--- src/rtl/halflife_pkg.sv ---
// Shared types and default constants for the half-life timer sequencer.
package halflife_pkg;

    localparam int HL_WIDTH    = 4;
    localparam int HL_PRESCALE = 1000;

    typedef enum logic [2:0] {
        IDLE  = 3'd0,
        LOAD  = 3'd1,
        WAIT  = 3'd2,
        DECAY = 3'd3,
        DONE  = 3'd4
    } hl_state_t;

endpackage

--- src/rtl/halflife_if.sv ---
// Control/status bundle between the pin-mapping layer (master) and the sequencer (slave).
interface halflife_if #(
    parameter int WIDTH = 4
);
    logic             start;
    logic             abort;
    logic [WIDTH-1:0] init_val;
    logic [WIDTH-1:0] period;
    logic             cnt_load;
    logic [WIDTH-1:0] cnt_load_val;
    logic             cnt_down;
    logic             cnt_up;
    logic [WIDTH-1:0] value;
    logic [WIDTH-1:0] halvings;
    logic             busy;
    logic             done;
    logic             err;

    modport master (
        output start, abort, init_val, period,
        input  cnt_load, cnt_load_val, cnt_down, cnt_up, value, halvings, busy, done, err
    );

    modport slave (
        input  start, abort, init_val, period,
        output cnt_load, cnt_load_val, cnt_down, cnt_up, value, halvings, busy, done, err
    );
endinterface

--- src/rtl/halflife_prescaler.sv ---
// Tick generator: one-cycle tick every PRESCALE cycles, phase reset by a synchronous restart.
module halflife_prescaler #(
    parameter int PRESCALE = 1000
) (
    input  logic clk,
    input  logic rst_n,
    input  logic restart,
    output logic tick
);
    localparam int CW = (PRESCALE > 1) ? $clog2(PRESCALE) : 1;
    localparam logic [CW-1:0] LAST = CW'(PRESCALE - 1);

    logic [CW-1:0] cnt_q;
    logic [CW-1:0] cnt_d;

    // Next count: wrap at the last phase, forced to zero by restart.
    always_comb begin
        cnt_d = cnt_q;
        if (restart) begin
            cnt_d = '0;
        end else if (cnt_q == LAST) begin
            cnt_d = '0;
        end else begin
            cnt_d = cnt_q + CW'(1);
        end
    end

    // Phase counter register.
    always_ff @(posedge clk or negedge rst_n) begin
        if (!rst_n) begin
            cnt_q <= '0;
        end else begin
            cnt_q <= cnt_d;
        end
    end

    assign tick = (cnt_q == LAST);
endmodule

--- src/rtl/halflife_ctrl.sv ---
// Half-life sequencer: loads the counter, then after each period issues a floor-halving burst of down strobes.
module halflife_ctrl
    import halflife_pkg::*;
#(
    parameter int WIDTH    = HL_WIDTH,
    parameter int PRESCALE = HL_PRESCALE
) (
    input  logic       clk,
    input  logic       rst_n,
    halflife_if.slave  bus
);
    hl_state_t        state_q, state_d;
    logic [WIDTH-1:0] init_q, init_d;
    logic [WIDTH-1:0] period_q, period_d;
    logic [WIDTH-1:0] tcnt_q, tcnt_d;
    logic [WIDTH-1:0] rem_q, rem_d;
    logic [WIDTH-1:0] value_q, value_d;
    logic [WIDTH-1:0] halv_q, halv_d;
    logic [WIDTH-1:0] load_val_q, load_val_d;
    logic             load_q, load_d;
    logic             down_q, down_d;
    logic             busy_q, busy_d;
    logic             done_q, done_d;
    logic             err_q, err_d;
    logic             tick_s;
    logic             restart_s;

    // Prescaler phase is held at zero everywhere but WAIT, so each WAIT starts a full period.
    assign restart_s = (state_q != WAIT);

    halflife_prescaler #(.PRESCALE(PRESCALE)) u_presc (
        .clk     (clk),
        .rst_n   (rst_n),
        .restart (restart_s),
        .tick    (tick_s)
    );

    // Next-state, datapath and output strobe computation.
    always_comb begin
        state_d  = state_q;
        init_d   = init_q;
        period_d = period_q;
        tcnt_d   = tcnt_q;
        rem_d    = rem_q;
        value_d  = value_q;
        halv_d   = halv_q;
        err_d    = err_q;
        case (state_q)
            IDLE, DONE: begin
                if (bus.start && !bus.abort) begin
                    if (bus.period != '0) begin
                        init_d   = bus.init_val;
                        period_d = bus.period;
                        halv_d   = '0;
                        err_d    = 1'b0;
                        state_d  = LOAD;
                    end else begin
                        err_d = 1'b1;
                    end
                end else begin
                    state_d = state_q;
                end
            end
            LOAD: begin
                value_d = init_q;
                tcnt_d  = '0;
                state_d = (init_q == '0) ? DONE : WAIT;
            end
            WAIT: begin
                if (tick_s) begin
                    if (tcnt_q == period_q - WIDTH'(1)) begin
                        rem_d   = value_q - (value_q >> 1);
                        state_d = DECAY;
                    end else begin
                        tcnt_d = tcnt_q + WIDTH'(1);
                    end
                end else begin
                    tcnt_d = tcnt_q;
                end
            end
            DECAY: begin
                value_d = value_q - WIDTH'(1);
                if (rem_q == WIDTH'(1)) begin
                    halv_d  = (halv_q == '1) ? halv_q : halv_q + WIDTH'(1);
                    tcnt_d  = '0;
                    state_d = (value_q == WIDTH'(1)) ? DONE : WAIT;
                end else begin
                    rem_d = rem_q - WIDTH'(1);
                end
            end
            default: begin
                state_d = IDLE;
            end
        endcase

        // Abort keeps the pulse issued this cycle in value but nothing else of the run's progress.
        if (bus.abort) begin
            state_d = IDLE;
            err_d   = 1'b0;
            halv_d  = halv_q;
            value_d = (state_q == DECAY) ? value_q - WIDTH'(1) : value_q;
        end else begin
            err_d = err_d;
        end

        load_d     = (state_d == LOAD);
        load_val_d = load_d ? init_d : '0;
        down_d     = (state_d == DECAY);
        busy_d     = (state_d == LOAD) || (state_d == WAIT) || (state_d == DECAY);
        done_d     = (state_d == DONE);
    end

    // State and registered outputs.
    always_ff @(posedge clk or negedge rst_n) begin
        if (!rst_n) begin
            state_q    <= IDLE;
            init_q     <= '0;
            period_q   <= '0;
            tcnt_q     <= '0;
            rem_q      <= '0;
            value_q    <= '0;
            halv_q     <= '0;
            load_val_q <= '0;
            load_q     <= 1'b0;
            down_q     <= 1'b0;
            busy_q     <= 1'b0;
            done_q     <= 1'b0;
            err_q      <= 1'b0;
        end else begin
            state_q    <= state_d;
            init_q     <= init_d;
            period_q   <= period_d;
            tcnt_q     <= tcnt_d;
            rem_q      <= rem_d;
            value_q    <= value_d;
            halv_q     <= halv_d;
            load_val_q <= load_val_d;
            load_q     <= load_d;
            down_q     <= down_d;
            busy_q     <= busy_d;
            done_q     <= done_d;
            err_q      <= err_d;
        end
    end

    assign bus.cnt_load     = load_q;
    assign bus.cnt_load_val = load_val_q;
    assign bus.cnt_down     = down_q;
    assign bus.cnt_up       = 1'b0;
    assign bus.value        = value_q;
    assign bus.halvings     = halv_q;
    assign bus.busy         = busy_q;
    assign bus.done         = done_q;
    assign bus.err          = err_q;
endmodule

--- src/flat_wrapper.sv ---
// flat-port wrapper written by rule: the top's interface ports become plain ports
module halflife_ctrl_flat import halflife_pkg::*;
#(
    parameter int WIDTH    = HL_WIDTH,
    parameter int PRESCALE = HL_PRESCALE
)
  (clk, rst_n, bus_start, bus_abort, bus_init_val, bus_period, bus_cnt_load, bus_cnt_load_val, bus_cnt_down, bus_cnt_up, bus_value, bus_halvings, bus_busy, bus_done, bus_err);
  halflife_if #(.WIDTH(WIDTH)) bus_i ();
  input  logic clk;
  input  logic rst_n;
  input wire logic [$bits(bus_i.start)-1:0] bus_start;
  input wire logic [$bits(bus_i.abort)-1:0] bus_abort;
  input wire logic [$bits(bus_i.init_val)-1:0] bus_init_val;
  input wire logic [$bits(bus_i.period)-1:0] bus_period;
  output wire logic [$bits(bus_i.cnt_load)-1:0] bus_cnt_load;
  output wire logic [$bits(bus_i.cnt_load_val)-1:0] bus_cnt_load_val;
  output wire logic [$bits(bus_i.cnt_down)-1:0] bus_cnt_down;
  output wire logic [$bits(bus_i.cnt_up)-1:0] bus_cnt_up;
  output wire logic [$bits(bus_i.value)-1:0] bus_value;
  output wire logic [$bits(bus_i.halvings)-1:0] bus_halvings;
  output wire logic [$bits(bus_i.busy)-1:0] bus_busy;
  output wire logic [$bits(bus_i.done)-1:0] bus_done;
  output wire logic [$bits(bus_i.err)-1:0] bus_err;
  assign bus_i.start = bus_start;
  assign bus_i.abort = bus_abort;
  assign bus_i.init_val = bus_init_val;
  assign bus_i.period = bus_period;
  assign bus_cnt_load = bus_i.cnt_load;
  assign bus_cnt_load_val = bus_i.cnt_load_val;
  assign bus_cnt_down = bus_i.cnt_down;
  assign bus_cnt_up = bus_i.cnt_up;
  assign bus_value = bus_i.value;
  assign bus_halvings = bus_i.halvings;
  assign bus_busy = bus_i.busy;
  assign bus_done = bus_i.done;
  assign bus_err = bus_i.err;
  halflife_ctrl #(.WIDTH(WIDTH), .PRESCALE(PRESCALE)) u_core (.clk(clk), .rst_n(rst_n), .bus(bus_i));
endmodule
--- config.mk ---
export PLATFORM = sky130hd
export DESIGN_NAME = halflife_ctrl_flat
export DESIGN_NICKNAME = d
export VERILOG_FILES = /design/src/rtl/halflife_pkg.sv /design/src/rtl/halflife_if.sv /design/src/rtl/halflife_prescaler.sv /design/src/rtl/halflife_ctrl.sv /design/src/flat_wrapper.sv
export SDC_FILE = /design/constraint.sdc
export NUM_CORES = 1
export LEC_CHECK = 0
export CELL_PAD_IN_SITES_DETAIL_PLACEMENT = 1
export CELL_PAD_IN_SITES_GLOBAL_PLACEMENT = 1
export CORE_MARGIN = 4
export CORE_UTILIZATION = 44
export CTS_CLUSTER_SIZE = 28
export DETAILED_ROUTE_END_ITERATION = 8
export DONT_BUFFER_PORTS = 1
export PLACE_DENSITY_LB_ADDON = 0.08
export SLEW_MARGIN = 20
export SYNTH_ARGS = -nofsm -noshare
export SYNTH_HDL_FRONTEND = slang
export SYNTH_SLANG_ARGS = --single-unit
--- constraint.sdc ---
create_clock -name clk -period 2.21 [get_ports clk]
set_clock_uncertainty 0.2 [all_clocks]
set_input_delay 0 -clock clk [delete_from_list [all_inputs] [get_ports clk]]
set_output_delay 0 -clock clk [all_outputs]
set_load 0.01 [all_outputs]
==> flow_metrics.env, run 1 <==
export IMPL_status="complete, no violations"
export IMPL_cap_violations=0
export IMPL_max_stage_delay_ps=400
export IMPL_routed_wl_mm=6.19
export IMPL_maxSlewHeadroom_pct=54.1
export IMPL_leakagePower_nw=1.43
export IMPL_period_share_pct=97.7
export IMPL_synth_area_per_cell_um2=10.1
export IMPL_grt_max_degree=26
export IMPL_worstMarginPinSlew_ps=681
export IMPL_r2r_setup_slack_ps=50
export IMPL_power_switching_share_pct=33.5
export IMPL_cts_buffers_inserted=5
export IMPL_place_ws_ps=6.83
export IMPL_diodes=0
export IMPL_ioPinCount=30
export IMPL_synth_top_area_share_pct=45.6
export IMPL_ys_ff_latch=46
export IMPL_num_rows=27
export IMPL_yosysSeqAreaShare_pct=45.6
export IMPL_drt_iter0_markers=43
export IMPL_timing_final_crit_period_ps=2160
export IMPL_holdWs_ps=60.2
export IMPL_yosysUniqueCellTypes=58
export IMPL_pwr_share_seq_pct=41.1
export IMPL_hold_path_class="primary input to flop"
export IMPL_start_util_pct=45.6
export IMPL_worstPathArrival_ps=2200
export IMPL_h_tree_depth=2
export IMPL_die_height_um=83.8
export IMPL_cp_required_ps=2250
export IMPL_max_clock_path_buffers=2
export IMPL_syn_cell_area_um2=2520
export IMPL_synth_nets=276
export IMPL_cts_tree="built"
export IMPL_slew_viol_final=0
export IMPL_clock_sinks=46
export IMPL_finalSetupTns_ps=0
export IMPL_root_buffer="clkbuf_8"
export IMPL_netlist_instances=249
export IMPL_power_density_nw_per_um2=793
export IMPL_fp_dieW_um=83.8
export IMPL_avgRoutedWirePerCell_um=17.2
export IMPL_firstDrtPassIters=4
export IMPL_core_area_um2=5540
export IMPL_critPathLaunchType="flop"
export IMPL_synth_top_cell_by_area="dfrtp_1"
export IMPL_grt_usage_pct=18.4
export IMPL_final_cells=359
export IMPL_placed_cells=331
export IMPL_clkPwrFrac_pct=26.6
export IMPL_layout_commonest_cell="dfrtp_1"
export IMPL_critical_path_top_delay_family="simple AND/OR/NAND/NOR gates"
export IMPL_grt_overflow=0
export IMPL_async_flop_share_pct=100
export IMPL_viasPerCell=5.42
export IMPL_dp_hpwl_mm=4.19
export IMPL_postRouteAntennaNets=0
export IMPL_grt_pass1_wl_mm=10.3
export IMPL_clk_latency_ps=300
export IMPL_grt_pass1_vias=2073
export IMPL_syn_to_final_growth_pct=21.2
export IMPL_setup_viol=0
export IMPL_layout_common_cells="dfrtp_1, nand2_1, buf_4"
export IMPL_final_nets=313
export IMPL_p_total_mw=2.42
export IMPL_max_freq_mhz=463
export IMPL_hold_viol_final=0
export IMPL_critPathBufInv=1
export IMPL_p_switching_mw=0.812
export IMPL_gp_congestion=0.772
export IMPL_ir_worst_vdd_mv=0.354
export IMPL_antenna_found_initial=0
export IMPL_path_class="flop to flop"
export IMPL_yosysWarnings=0
export IMPL_combPwrFrac_pct=32.3
export IMPL_ys_flop_type="dfrtp_1"
export IMPL_worstPathMaxFanout=3
export IMPL_cell_internal_pwr_mw=1.61
export IMPL_critPathCaptureType="flop"
export IMPL_dieArea_um2=7010
export IMPL_io_buffers=0
export IMPL_slowest_stage="dfrtp_1"
export IMPL_cp_cell_sequence="inv_2 > ha_4 > or3b_4 > a221oi_4 > nand2_2 > or3_1 > a21oi_1"
export IMPL_drc=0
export IMPL_fin_ws_ps=51.2
export IMPL_vias=1947
export IMPL_drive_gt1_share_pct=19.5
export IMPL_clk_pin_slew_ps=90
export IMPL_synth_edf_count=0
export IMPL_synth_top_cells_by_area="dfrtp_1, ha_1, nand2_1"
==> kinds of logic after synthesis <==
kind of cell | count (synthesis) | share of synthesized area, %
AND/OR/NAND/NOR | 95 | 20.7
flip-flops | 46 | 45.6
AO/OA/AOI/OAI | 45 | 13.1
buffers and inverters | 24 | 4.31
XOR/XNOR | 19 | 6.59
adder cells (fa/ha/maj) | 15 | 7.73
multiplexers | 4 | 1.88
other | 1 | 0.149
==> final timing paths <==
kind,from,end,cells past startpoint
hold reg to reg,u_core.u_presc.cnt_q[0]$_DFF_PN0_,u_core.u_presc.cnt_q[0]$_DFF_PN0_,1
setup / recovery,u_core.rem_q[1]$_DFFE_PN0P_,u_core.bus.halvings[3]$_DFFE_PN0P_,7
min in group asynchronous,rst_n,u_core.tcnt_q[1]$_DFFE_PN0P_,3
max in group asynchronous,rst_n,u_core.init_q[2]$_DFF_PN0_,3
setup reg to reg,u_core.rem_q[1]$_DFFE_PN0P_,u_core.bus.halvings[3]$_DFFE_PN0P_,7
hold / removal,bus_period[2],u_core.state_q[2]$_DFF_PN0_,4
==> cell type report <==
cell class	instances	area, µm²
multi-input cells	179	1310
inverters	17	63.8
repair buffers	37	338
clock inverters	3	40.0
well taps	72	90.1
fillers	629	2480
clock buffers	5	68.8
flip-flops and latches	46	1150
==> tightest hold or removal path, cell delays in order <==
cell and delay [ps]:
nor4_2 40, nand2b_1 160, a22oi_1 240, a211oi_1 70
==> registers in the layout, summed over array words and instances (netlist names), 3 cells and up <==
register	cells
u_core.rem_q	4
u_core.u_presc.cnt_q	10
u_core.state_q	3
u_core.bus.value	4
u_core.init_q	4
u_core.bus.cnt_load_val	4
u_core.period_q	4
u_core.tcnt_q	4
u_core.bus.halvings	4
==> Yosys cell counts, types with 5 or more instances <==
library cell,count
dfrtp_1,46
o21ai_0,14
inv_1,16
a21oi_1,5
and2_1,5
nand3_1,10
nand2_1,28
xor2_1,7
xnor2_1,12
nor2_1,19
ha_1,14
==> power by group through the flow <==
stage | Clock [mW] | Sequential [mW] | Combinational (mW)
4_1_cts | 0.654 | 0.996 | 0.760
3_5_place_dp | 0 | 1.01 | 0.697
5_1_grt | 0.703 | 1.01 | 0.885
2_1_floorplan | 0 | 1.02 | 0.475
3_3_place_gp | 0 | 1.01 | 0.684
6_report | 0.645 | 0.997 | 0.782
==> per-layer routing <==
| layer | track usage (%) | up-vias | routed length (µm) |
|---|---|---|---|
| li1 | - | 934 | - |
| met4 | 3.95 | 0 | 58 |
| met3 | 3.85 | 6 | 121 |
| met5 | 0 | - | 0 |
| met2 | 32.9 | 13 | 3280 |
| met1 | 22.6 | 994 | 2720 |
==> metrics by stage <==
stage / util (%) / instance area [µm²]
after CTS: 54.2 / 3000
final: 55.2 / 3060
after detailed placement: 48.7 / 2700
after global routing: 55.2 / 3060
after floorplan: - / 2520
after global placement: 48.7 / 2700
==> repair_timing <==
| action | 4_1_cts | 5_1_grt |
|---|---|---|
| setup endpoints to repair | 3 | 6 |
| hold buffers | 15 | 0 |
| resized for setup | 3 | 5 |
| gates cloned | 0 | 0 |
| setup buffers | 0 | 5 |
| endpoints found under the hold margin | 73 | 0 |
| pin swaps | 0 | 4 |
No activity file was read; power rests on OpenSTA's default activity.
==> inputs of run 2 (changes only) <==
- CELL_PAD_IN_SITES_DETAIL_PLACEMENT: 1 -> default
- CELL_PAD_IN_SITES_GLOBAL_PLACEMENT: 1 -> default
- CORE_UTILIZATION: 44 -> 57
==> run 2 against run 1 <==
Wire length shrank 16%. Global-route usage grew 3.1 points. Critical path type unchanged. Final area shrank 2.4%. Die area shrank 21%.
==> flow_metrics.env, run 2 (synthesis results as in run 1) <==
export IMPL_power_density_nw_per_um2=830
export IMPL_wl_met2_mm=2.36
export IMPL_postRouteAntennaNets=0
export IMPL_ioPinCount=30
export IMPL_worstPathArrival_ps=2170
export IMPL_top_register="u_core.u_presc.cnt_q"
export IMPL_drive_gt1_share_pct=17.4
export IMPL_drc=0
export IMPL_syn_to_final_growth_pct=18.2
export IMPL_h_tree_depth=2
export IMPL_gp_congestion=0.820
export IMPL_met1Wirelength_mm=2.42
export IMPL_critPathCaptureType="flop"
export IMPL_maxSlewHeadroom_pct=59.7
export IMPL_placed_cell_area_um2=2660
export IMPL_io_buffers=0
export IMPL_max_clock_path_buffers=2
export IMPL_holdWs_ps=34.2
export IMPL_clock_sinks=46
export IMPL_final_nets=307
export IMPL_vias=1864
export IMPL_hold_viol_final=0
export IMPL_start_util_pct=60.9
export IMPL_die_height_um=74.6
export IMPL_rr_startpoint="u_core.rem_q[1]$_DFFE_PN0P_"
export IMPL_max_stage_delay_ps=410
export IMPL_fin_ws_ps=76.8
export IMPL_critPathLaunchType="flop"
export IMPL_grt_pass1_vias=1958
export IMPL_r2r_end="u_core.bus.halvings[3]$_DFFE_PN0P_"
export IMPL_cp_cell_sequence="inv_2 > ha_1 > or3b_4 > a221oi_4 > nand2_2 > or3_1 > a21oi_2"
export IMPL_stdcell_area_um2=2990
export IMPL_layout_commonest_cell="dfrtp_1"
export IMPL_cp_required_ps=2240
export IMPL_cts_buffers_inserted=5
export IMPL_slew_viol_final=0
export IMPL_place_ws_ps=18.7
export IMPL_regArea_um2=1150
export IMPL_status="complete, no violations"
export IMPL_grt_max_degree=47
export IMPL_avgRoutedWirePerCell_um=15.6
export IMPL_slowest_stage="or3b_4"
export IMPL_leakagePower_nw=1.41
export IMPL_root_buffer="clkbuf_8"
export IMPL_worstPathMaxFanout=3
export IMPL_ir_worst_vdd_mv=0.584
export IMPL_cap_violations=0
export IMPL_period_share_pct=96.5
export IMPL_top_layer="met4"
export IMPL_r2r_setup_slack_ps=80
export IMPL_grt_pass1_wl_mm=9.07
export IMPL_grt_usage_pct=21.4
export IMPL_rsz0062_at_grt="no"
export IMPL_clk_pin_slew_ps=90
export IMPL_dieArea_um2=5560
export IMPL_cts_tree="built"
export IMPL_path_class="flop to flop"
export IMPL_routed_wl_mm=5.17
export IMPL_firstDrtPassIters=4
export IMPL_rr_worst_depth=7
export IMPL_diodes=0
export IMPL_fp_dieW_um=74.6
export IMPL_multi_input_area_um2=1280
export IMPL_viasPerCell=5.63
export IMPL_grt_overflow=0
export IMPL_dp_hpwl_mm=3.66
export IMPL_max_freq_mhz=469
export IMPL_setup_viol=0
export IMPL_num_rows=23
export IMPL_n_fill_cell=309
export IMPL_finalSetupTns_ps=0
export IMPL_layout_common_cells="dfrtp_1, nand2_1, nor2_1"
export IMPL_dr_wl_met3_um=326
export IMPL_timing_final_crit_period_ps=2130
export IMPL_largest_reg_flops=10
export IMPL_p_total_mw=2.48
export IMPL_core_area_um2=4140
export IMPL_worstMarginPinSlew_ps=598
export IMPL_hold_path_class="primary input to asynchronous set/reset pin"
export IMPL_antenna_found_initial=0
export IMPL_drt_iter0_markers=105
export IMPL_clk_latency_ps=300
-- run 2: layer usage --
metal	global-route usage (%)	vias up
met3	5.41	5
met2	33.7	44
li1	-	927
met4	5.93	0
met5	0	-
met1	29.6	888
-- run 2: how the worst max path moves through the flow --
stage | start | endpoint | slack, ps | depth (start not counted)
3_5_place_dp | u_core.rem_q[1]$_DFFE_PN0P_ | u_core.bus.halvings[3]$_DFFE_PN0P_ | 20 | 7
6_report | u_core.rem_q[1]$_DFFE_PN0P_ | u_core.bus.halvings[3]$_DFFE_PN0P_ | 80 | 7
3_3_place_gp | u_core.period_q[0]$_DFFE_PN0P_ | u_core.tcnt_q[0]$_DFFE_PN0P_ | 100 | 7
2_1_floorplan | u_core.state_q[2]$_DFF_PN0_ | u_core.tcnt_q[0]$_DFFE_PN0P_ | 80 | 6
4_1_cts | u_core.rem_q[1]$_DFFE_PN0P_ | u_core.bus.halvings[3]$_DFFE_PN0P_ | 2 | 7
5_1_grt | u_core.rem_q[1]$_DFFE_PN0P_ | u_core.bus.halvings[3]$_DFFE_PN0P_ | 5 | 7
-- run 2: worst max-delay path: cells and delay by family (launching register included) --
| family | cells | cell delay (ps) |
|---|---|---|
| compound gates | 2 | 400 |
| fa+ha+maj | 1 | 140 |
| buf+inv | 1 | 70 |
| flops | 1 | 400 |
| simple gates | 3 | 850 |
-- run 2: timing repair --
item                                   CTS  global route
setup endpoints to repair                1             7
setup buffers                            1             1
pin swaps                                1             2
hold buffers                            13             0
endpoints found under the hold margin   73             0
resized for setup                        1             5
-- run 2: through the flow --
| stage | utilization [%] | cells |
|---|---|---|
| floorplan | - | 249 |
| global placement | 64.3 | 308 |
| detailed placement | 64.3 | 308 |
| CTS | 71.5 | 330 |
| global route | 72.0 | 331 |
| finish | 72.0 | 331 |
-- run 2: cell type report --
class                      count  share of cell area (%)
tap                           50                    2.10
inverter                      17                    2.14
timing repair buffer          31                    9.47
sequential                    46                    38.6
clock buffer                   6                    2.77
clock inverter                 2                    2.01
multi-input combinational    179                    42.9
-- run 2: where the power goes --
group,internal (mW),switching [mW]
sequential,0.922,0.0776
clock,0.482,0.280
combinational,0.330,0.388
==> inputs of run 3 (changes only) <==
- CTS_CLUSTER_SIZE: 28 -> default
- PLACE_DENSITY: default -> 0.75
- PLACE_DENSITY_LB_ADDON: 0.08 -> default
==> run 3 against run 2 <==
Sequential share of layout area increased by 0.70 points. Die area unchanged. Worst hold slack got worse by 30 ps. Sequential cell count unchanged. Setup slack got worse by 38 ps. First-iteration DRC count is 19% lower. Core utilization fell by 1.4 points. Critical path depth increased by 1. Critical path type unchanged. Critical endpoint unchanged.
==> flow_metrics.env, run 3 (synthesis results as in run 1) <==
export IMPL_status="complete, no violations"
export IMPL_drive_gt1_share_pct=17.2
export IMPL_period_share_pct=98.2
export IMPL_critPathCaptureType="flop"
export IMPL_io_buffers=0
export IMPL_gp_congestion=0.836
export IMPL_root_buffer="clkbuf_8"
export IMPL_ioPinCount=30
export IMPL_grt_pass1_wl_mm=8.64
export IMPL_slowest_stage="or3b_4"
export IMPL_postRouteAntennaNets=0
export IMPL_critical_path_top_delay_family="compound AO/OA/AOI/OAI gates"
export IMPL_top_register="u_core.u_presc.cnt_q"
export IMPL_cap_violations=0
export IMPL_grt_usage_pct=20.1
export IMPL_hold_viol_final=0
export IMPL_dr_wl_met3_um=261
export IMPL_core_area_um2=4140
export IMPL_worstMarginPinSlew_ps=695
export IMPL_holdWs_ps=3.94
export IMPL_clk_pin_slew_ps=90
export IMPL_setup_viol=0
export IMPL_layout_common_cells="dfrtp_1, nand2_1, nor2_1"
export IMPL_timing_final_crit_period_ps=2170
export IMPL_syn_to_final_growth_pct=16.0
export IMPL_cp_cell_sequence="inv_2 > ha_2 > or3b_4 > a221oi_4 > nand2_2 > buf_4 > o21ai_1 > a21oi_2"
export IMPL_top_layer="met4"
export IMPL_dp_hpwl_mm=3.59
export IMPL_max_stage_delay_ps=400
export IMPL_diodes=0
export IMPL_final_nets=305
export IMPL_grt_max_degree=47
export IMPL_die_height_um=74.6
export IMPL_critPathLaunchType="flop"
export IMPL_final_cells=329
export IMPL_ir_worst_vdd_mv=0.604
export IMPL_worstPathArrival_ps=2150
export IMPL_viasPerCell=5.67
export IMPL_drc=0
export IMPL_grt_pass1_vias=1928
export IMPL_dieArea_um2=5560
export IMPL_start_util_pct=60.9
export IMPL_placed_cells=306
export IMPL_h_tree_depth=2
export IMPL_path_class="flop to flop"
export IMPL_power_density_nw_per_um2=769
export IMPL_firstDrtPassIters=4
export IMPL_clk_latency_ps=300
export IMPL_avgRoutedWirePerCell_um=15.4
export IMPL_worstPathMaxFanout=4
export IMPL_hold_path_class="primary input to asynchronous set/reset pin"
export IMPL_cts_buffers_inserted=5
export IMPL_vias=1866
export IMPL_slew_viol_final=0
export IMPL_cts_tree="built"
export IMPL_grt_overflow=0
export IMPL_met1Wirelength_mm=2.42
export IMPL_routed_wl_mm=5.08
export IMPL_maxSlewHeadroom_pct=53.2
export IMPL_clock_sinks=46
export IMPL_largest_reg_flops=10
export IMPL_cp_required_ps=2190
export IMPL_critPathBufInv=2
export IMPL_drt_iter0_markers=85
export IMPL_wl_met2_mm=2.35
export IMPL_num_rows=23
export IMPL_layout_commonest_cell="dfrtp_1"
export IMPL_max_freq_mhz=461
export IMPL_max_clock_path_buffers=2
export IMPL_fp_dieW_um=74.6
export IMPL_antenna_found_initial=0
export IMPL_leakagePower_nw=1.38
run 3: cell types whose count changed in the layout (fill, tap and decap cells not counted), sizes merged:
| cell | previous run | this run |
|---|---|---|
| buf | 19 | 17 |
| bufinv | 2 | 0 |
| clkinv | 0 | 1 |
| clkinvlp | 0 | 1 |
run 3: cell type report:
| class | count | area (µm²) |
|---|---|---|
| inverter | 17 | 63.8 |
| clock inverter | 2 | 12.5 |
| fill | 329 | 1210 |
| multi-input combinational | 179 | 1290 |
| timing repair buffer | 29 | 268 |
| clock buffer | 6 | 82.6 |
| sequential | 46 | 1150 |
| tap | 50 | 62.6 |
run 3: metal layers:
| layer | global-route usage, % | up-vias |
|---|---|---|
| li1 | - | 919 |
| met2 | 32.5 | 42 |
| met5 | 0 | - |
| met4 | 5.34 | 0 |
| met1 | 26.9 | 899 |
| met3 | 5.14 | 6 |
run 3: timing repair:
action	in CTS	in global routing
gates resized for setup	0	7
endpoints found under the setup margin	0	5
endpoints found under the hold margin	73	0
hold buffers	13	0
setup buffers	0	2
run 3: through the flow:
step / utilization [%] / area (µm²) / total power, mW / worst slack (ps) / TNS (ps)
finish: 70.7 / 2930 / 2.25 / 38.7 / 0
global route: 70.7 / 2930 / 2.39 / -16.5 / -16.5
CTS: 69.7 / 2890 / 2.24 / 12.3 / 0
detailed placement: 63.9 / 2650 / 1.66 / 20.6 / 0
global placement: 63.9 / 2650 / 1.63 / 75.9 / 0
floorplan: - / 2520 / 1.50 / 82.5 / 0
run 3: power by group:
part           switching (mW)  internal, mW  total (mW)
Sequential             0.0923         0.921        1.01
Clock                   0.288         0.252       0.540
Combinational           0.378         0.321       0.698
run 3: path summary, 6_finish.rpt:
check / startpoint / to / slack [ps] / depth (start not counted)
worst max-delay path: u_core.rem_q[1]$_DFFE_PN0P_ / u_core.bus.halvings[3]$_DFFE_PN0P_ / 40 / 8
worst min-delay path: rst_n / u_core.u_presc.cnt_q[3]$_DFF_PN0_ / 4 / 2
worst max register to register: u_core.rem_q[1]$_DFFE_PN0P_ / u_core.bus.halvings[3]$_DFFE_PN0P_ / 40 / 8
worst min register to register: u_core.u_presc.cnt_q[0]$_DFF_PN0_ / u_core.u_presc.cnt_q[0]$_DFF_PN0_ / 280 / 1
max in group asynchronous: rst_n / u_core.period_q[2]$_DFFE_PN0P_ / 1600 / 2
min in group clk: bus_period[2] / u_core.state_q[2]$_DFF_PN0_ / 70 / 4
